## src/rtl/sm_fifo_wr_arb_pkg.sv

```systemverilog
// Shared defaults and width helpers for the credit-based FIFO write arbiter.
package sm_fifo_arb_pkg;

  localparam int DEF_NREQ       = 4;
  localparam int DEF_DW         = 8;
  localparam int DEF_FIFO_DEPTH = 5;

  // Width needed to hold 0..depth inclusive.
  function automatic int credit_width(input int depth);
    return $clog2(depth + 1);
  endfunction

  function automatic int idx_width(input int n);
    return (n > 1) ? $clog2(n) : 1;
  endfunction

endpackage

```

## src/rtl/sm_fifo_wr_arb_if.sv

```systemverilog
// Requester / FIFO-side signal bundle of the write arbiter.
interface sm_fifo_wr_arb_if
  import sm_fifo_arb_pkg::*;
#(
  parameter int NREQ = DEF_NREQ,
  parameter int DW   = DEF_DW,
  parameter int CW   = credit_width(DEF_FIFO_DEPTH)
) ();

  logic [NREQ-1:0]    req;
  logic [NREQ*DW-1:0] req_data;
  logic [NREQ-1:0]    gnt;
  logic               fifo_wr_en;
  logic [DW-1:0]      fifo_data;
  logic               fifo_rd_en;
  logic               fifo_empty;
  logic [CW-1:0]      credits;

  modport master (
    input  req, req_data, fifo_rd_en, fifo_empty,
    output gnt, fifo_wr_en, fifo_data, credits
  );

  modport slave (
    output req, req_data, fifo_rd_en, fifo_empty,
    input  gnt, fifo_wr_en, fifo_data, credits
  );

endinterface

```

## src/rtl/sm_fifo_wr_arb_rr_pick.sv

```systemverilog
// Combinational round-robin pick: first set req after last_winner, with wrap.
module sm_rr_pick #(
  parameter int NREQ = 4,
  parameter int IW   = 2
) (
  input  logic [NREQ-1:0] req,
  input  logic [IW-1:0]   last_winner,
  output logic [IW-1:0]   winner,
  output logic            valid
);

  localparam logic [IW:0] NREQ_W = (IW+1)'(NREQ);

  logic [IW:0]     cand [NREQ];
  logic [NREQ-1:0] hit;

  // cand[gi] is the index at distance gi+1 from the last winner, reduced mod NREQ.
  genvar gi;
  generate
    for (gi = 0; gi < NREQ; gi++) begin : g_cand
      logic [IW:0] sum;
      assign sum       = {1'b0, last_winner} + (IW+1)'(gi + 1);
      assign cand[gi]  = (sum >= NREQ_W) ? (sum - NREQ_W) : sum;
      assign hit[gi]   = req[cand[gi][IW-1:0]];
    end
  endgenerate

  // Scan farthest to nearest so the nearest hit is the one that sticks.
  always_comb begin
    winner = '0;
    valid  = 1'b0;
    for (int k = NREQ - 1; k >= 0; k--) begin
      if (hit[k]) begin
        winner = cand[k][IW-1:0];
        valid  = 1'b1;
      end
    end
  end

endmodule

```

## src/rtl/sm_fifo_wr_arb.sv

```systemverilog
// Round-robin write arbiter in front of a sync FIFO; a credit counter replaces the full flag.
module sm_fifo_wr_arb
  import sm_fifo_arb_pkg::*;
#(
  parameter int NREQ       = DEF_NREQ,
  parameter int DW         = DEF_DW,
  parameter int FIFO_DEPTH = DEF_FIFO_DEPTH
) (
  input  logic             clk,
  input  logic             rst,
  sm_fifo_wr_arb_if.master bus
);

  localparam int          CW      = credit_width(FIFO_DEPTH);
  localparam int          IW      = idx_width(NREQ);
  localparam logic [CW-1:0] DEPTH_C = CW'(FIFO_DEPTH);
  localparam logic [IW-1:0] LAST_RST = IW'(NREQ - 1);

  logic [NREQ-1:0] gnt_reg, gnt_next;
  logic            wr_en_reg;
  logic [DW-1:0]   data_reg, data_next;
  logic [CW-1:0]   credits_reg, credits_next;
  logic [IW-1:0]   last_reg, last_next;

  logic [DW-1:0]   data_arr [NREQ];
  logic [IW-1:0]   winner;
  logic            any_req;
  logic            issue;
  logic            pop_ok;

  genvar gi;
  generate
    for (gi = 0; gi < NREQ; gi++) begin : g_slice
      assign data_arr[gi] = bus.req_data[gi*DW +: DW];
    end
  endgenerate

  sm_rr_pick #(
    .NREQ (NREQ),
    .IW   (IW)
  ) u_pick (
    .req         (bus.req),
    .last_winner (last_reg),
    .winner      (winner),
    .valid       (any_req)
  );

  assign issue  = any_req && (credits_reg != '0);
  assign pop_ok = bus.fifo_rd_en && !bus.fifo_empty;

  always_comb begin
    gnt_next  = '0;
    data_next = data_reg;
    last_next = last_reg;
    if (issue) begin
      gnt_next[winner] = 1'b1;
      data_next        = data_arr[winner];
      last_next        = winner;
    end
  end

  // Push and pop in the same cycle cancel; a pop at full credit is ignored.
  always_comb begin
    credits_next = credits_reg;
    if (issue && !pop_ok) begin
      credits_next = credits_reg - 1'b1;
    end else if (!issue && pop_ok && (credits_reg != DEPTH_C)) begin
      credits_next = credits_reg + 1'b1;
    end
  end

  always_ff @(posedge clk or posedge rst) begin
    if (rst) begin
      gnt_reg     <= '0;
      wr_en_reg   <= 1'b0;
      data_reg    <= '0;
      credits_reg <= DEPTH_C;
      last_reg    <= LAST_RST;
    end else begin
      gnt_reg     <= gnt_next;
      wr_en_reg   <= issue;
      data_reg    <= data_next;
      credits_reg <= credits_next;
      last_reg    <= last_next;
    end
  end

  assign bus.gnt        = gnt_reg;
  assign bus.fifo_wr_en = wr_en_reg;
  assign bus.fifo_data  = data_reg;
  assign bus.credits    = credits_reg;

endmodule
```

## src/flat_wrapper.sv

```systemverilog
// flat-port wrapper written by rule: the top's interface ports become plain ports
module sm_fifo_wr_arb_flat import sm_fifo_arb_pkg::*;
#(
  parameter int NREQ       = DEF_NREQ,
  parameter int DW         = DEF_DW,
  parameter int FIFO_DEPTH = DEF_FIFO_DEPTH
)
  (clk, rst, bus_req, bus_req_data, bus_fifo_rd_en, bus_fifo_empty, bus_gnt, bus_fifo_wr_en, bus_fifo_data, bus_credits);
  sm_fifo_wr_arb_if #(.NREQ(NREQ), .DW(DW)) bus_i ();
  input  logic clk;
  input  logic rst;
  input wire logic [$bits(bus_i.req)-1:0] bus_req;
  input wire logic [$bits(bus_i.req_data)-1:0] bus_req_data;
  input wire logic [$bits(bus_i.fifo_rd_en)-1:0] bus_fifo_rd_en;
  input wire logic [$bits(bus_i.fifo_empty)-1:0] bus_fifo_empty;
  output wire logic [$bits(bus_i.gnt)-1:0] bus_gnt;
  output wire logic [$bits(bus_i.fifo_wr_en)-1:0] bus_fifo_wr_en;
  output wire logic [$bits(bus_i.fifo_data)-1:0] bus_fifo_data;
  output wire logic [$bits(bus_i.credits)-1:0] bus_credits;
  assign bus_i.req = bus_req;
  assign bus_i.req_data = bus_req_data;
  assign bus_i.fifo_rd_en = bus_fifo_rd_en;
  assign bus_i.fifo_empty = bus_fifo_empty;
  assign bus_gnt = bus_i.gnt;
  assign bus_fifo_wr_en = bus_i.fifo_wr_en;
  assign bus_fifo_data = bus_i.fifo_data;
  assign bus_credits = bus_i.credits;
  sm_fifo_wr_arb #(.NREQ(NREQ), .DW(DW), .FIFO_DEPTH(FIFO_DEPTH)) u_core (.clk(clk), .rst(rst), .bus(bus_i));
endmodule
```

## config.mk

```make
export PLATFORM = sky130hd
export DESIGN_NAME = sm_fifo_wr_arb_flat
export DESIGN_NICKNAME = d
export VERILOG_FILES = /design/src/rtl/sm_fifo_wr_arb_pkg.sv /design/src/rtl/sm_fifo_wr_arb_if.sv /design/src/rtl/sm_fifo_wr_arb_rr_pick.sv /design/src/rtl/sm_fifo_wr_arb.sv /design/src/flat_wrapper.sv
export SDC_FILE = /design/constraint.sdc
export NUM_CORES = 1
export LEC_CHECK = 0
export CAP_MARGIN = 40
export CORE_MARGIN = 2
export CORE_UTILIZATION = 43
export DETAILED_ROUTE_END_ITERATION = 10
export PLACE_DENSITY = 0.92
export SYNTH_ARGS = -nofsm -noshare
export SYNTH_HDL_FRONTEND = slang
export SYNTH_SLANG_ARGS = --single-unit
export TNS_END_PERCENT = 50
```

## constraint.sdc

```tcl
create_clock -name clk -period 3.3 [get_ports clk]
set_clock_uncertainty 0.1 [all_clocks]
set_input_delay 0.825 -clock clk [delete_from_list [all_inputs] [get_ports clk]]
set_output_delay 0.825 -clock clk [all_outputs]
set_load 0.05 [all_outputs]
```

==> key figures <==
STA
  – Rel. slew slack: 55.4%
  – Setup Viol. Count Final: 0
  – Total Neg Setup Slack: 0 ns
  – Achievable clock frequency: 335 MHz
  – RSZ-0062 raised after global routing: false
  – Tcrit/Tclk final: 90.5%
  – Fin. Hold Viols: 0
  – Setup WS post-layout: 0.312 ns
  – Hold slack: 0.407 ns
  – Final min period: 2.99 ns
  – Slew Viols, Final: 0
  – Tightest Pin Transition: 0.669 ns

Floorplan
  – Io pins: 56
  – Die height: 55.5 um
  – Die footprint: 3080 um^2
  – Starting Density: 45.6%
  – Core footprint: 2500 um^2
  – Core Rows: 18
  – Die span in x: 55.5 um

Worst setup path
  – Critical Path AT: 3.12 ns
  – Crit-path max FO: 7
  – Critical Path RT: 3.43 ns
  – CP Capture Type: flip-flop
  – Critical path type: input pin to flip-flop
  – Crit path launch type: input pin

GRT
  – Vias in the first global route: 1086
  – GRT overflow: 0
  – Global-route wire length before repair: 4770 um
  – Initial antenna violation count: 0
  – Total GRT Usage: 19.7%
  – Pin count of the biggest net entering global routing: 22

Clock network
  – Worst skew pair latency: 0.30 ns
  – Post-CTS setup buffers: 0
  – Clock sink total: 18
  – Reg clk slew, reported paths: 0.11 ns
  – Clock buffer depth: 2
  – CTS root buf: clkbuf_4
  – Htree depth: 1
  – CTS tree: built
  – CTS resizes: 0
  – CTS Buf Count: 3
  – CTS Hold Bufs: 0

Synthesis
  – Synth warn: 0
  – Synth area leader: dfrtp_1
  – Synth Net Count: 160
  – Unique masters post-synth: 32
  – Syn avg cell area: 9.59 um^2
  – Cell Area, Synth: 1140 um^2
  – Seq/Total Area, Yosys: 39.9%
  – Synth Register Bits: 18
  – Share of the synthesized area in the top cell type: 30.7%
  – Area contributors post-synth: dfrtp_1, mux2i_1, dfstp_2, nand2_1, o221ai_1
  – Cell count after synthesis: 119

Finish
  – Commonest non-fill, non-tap cell in the layout: clkdlybuf4s50_1
  – Max reg flops: 8
  – Final #Nets: 216
  – Synthesis-to-layout area growth: 52.3%
  – Final instance area: 1740 um^2
  – Fraction of layout cells with a size suffix above 1: 10.3%
  – Commonest non-fill, non-tap cells in the layout: clkdlybuf4s50_1, mux2i_1, nand2_1
  – Antenna Cells: 0

Power
  – P_leak: 0.000747 uW
  – Max VDD drop: 0.000608 V
  – Pwr Density: 982 nW/um^2
  – Tot Pwr: 1710 uW

Routing
  – DR vias/cell: 5.53
  – DR vias: 1128
  – ANT nets after route: 0
  – First-pass DRT Iterations: 4
  – Routed wire length: 2960 um
  – DRC: 0
  – Wire length per cell: 14.5 um
  – DR iter-0 viols: 39

Run status
  – Status: finished clean

Min path
  – Hold Crit Class: flip-flop to flip-flop

Placement
  – Input/output buffers: 55
  – Final GP Congestion: 0.868
  – Worst slack, placed: 0.0523 ns
  – DP Area: 1700 um^2
  – Final HPWL DP: 2240 um

Run
  – Max-Cap Viols: 0
final timing paths:
check | slack [ns] | to | startpoint | cells after the start
setup / recovery | 0.31 | u_core.bus.credits[1]$_DFFE_PP0P_ | bus_req[3] | 9
hold / removal | 0.41 | u_core.last_reg[0]$_DFFE_PP1P_ | u_core.last_reg[0]$_DFFE_PP1P_ | 2
setup reg to reg | 1.14 | u_core.bus.credits[1]$_DFFE_PP0P_ | u_core.bus.credits[2]$_DFFE_PP1P_ | 8
hold reg to reg | 0.41 | u_core.last_reg[0]$_DFFE_PP1P_ | u_core.last_reg[0]$_DFFE_PP1P_ | 2
max in group asynchronous | 1.86 | u_core.bus.fifo_data[7]$_DFFE_PP0P_ | rst | 2
min in group asynchronous | 0.81 | u_core.bus.fifo_data[4]$_DFFE_PP0P_ | rst | 2
logic make-up (layout without fill, tap and decap cells):
| logic type | Yosys count | after routing | share of synthesized area [%] |
|---|---|---|---|
| adder cells (fa/ha/maj) | 1 | 1 | 1.75 |
| multiplexers | 17 | 17 | 14.9 |
| buffers and inverters | 15 | 70 | 7.35 |
| flip-flops | 18 | 18 | 39.9 |
| AO/OA/AOI/OAI | 27 | 27 | 18.2 |
| XOR/XNOR | 1 | 1 | 0.768 |
| AND/OR/NAND/NOR | 40 | 40 | 17.1 |
power by group:
group	switching [uW]	internal, uW
clock network	71.3	67.3
registers	101	353
logic	682	432
total	854	852
critical path, cell delays in order:
cell and delay (ns):
clkdlybuf4s50_1 0.52, nor4_1 0.55, or2_1 0.20, inv_1 0.06, nand2_1 0.08, fa_1 0.43
a221oi_1 0.22, a21oi_1 0.11, nor2_1 0.13
through the flow:
| step | utilization, % | cells |
|---|---|---|
| 5_1_grt | 69.5 | 204 |
| 4_1_cts | 69.5 | 204 |
| 3_3_place_gp | 68.1 | 200 |
| 6_report | 69.5 | 204 |
| 3_5_place_dp | 68.1 | 200 |
| 2_1_floorplan | - | 119 |
routing by layer:
metal,global-route usage [%],routed length (um)
met4,8.01,46
met5,0,0
met2,33.0,1510
met3,4.92,282
met1,24.1,1130
cell type report:
cell class | instances | area [um^2]
Fill cell | 176 | 762
Multi-Input combinational cell | 86 | 602
Timing Repair Buffer | 59 | 581
Sequential cell | 18 | 455
Tap cell | 30 | 37.5
Clock buffer | 4 | 36.3
Inverter | 7 | 26.3
cells in the mapped netlist:
| cell type | number |
|---|---|
| nand2_2 | 1 |
| nor3b_1 | 1 |
| nor2_1 | 8 |
| mux2i_1 | 17 |
| or4_4 | 1 |
| clkbuf_2 | 1 |
| nand2b_1 | 1 |
| o221ai_2 | 3 |
| a21oi_1 | 5 |
| a211o_1 | 1 |
| fa_1 | 1 |
| nand3_1 | 2 |
| nor3_1 | 3 |
| a221o_1 | 1 |
| dfrtp_1 | 14 |
| nand2_4 | 1 |
| a211oi_1 | 1 |
| buf_2 | 3 |
| and3_1 | 1 |
| o22ai_1 | 1 |
| xnor2_1 | 1 |
| nor4_1 | 1 |
| nor2b_1 | 2 |
| dfstp_2 | 4 |
| inv_1 | 7 |
| o21ai_0 | 7 |
| buf_6 | 2 |
| or2_1 | 2 |
| buf_4 | 2 |
| o221ai_1 | 6 |
| nand2_1 | 16 |
| a221oi_1 | 2 |
No activity file was read; power rests on OpenSTA's default activity.
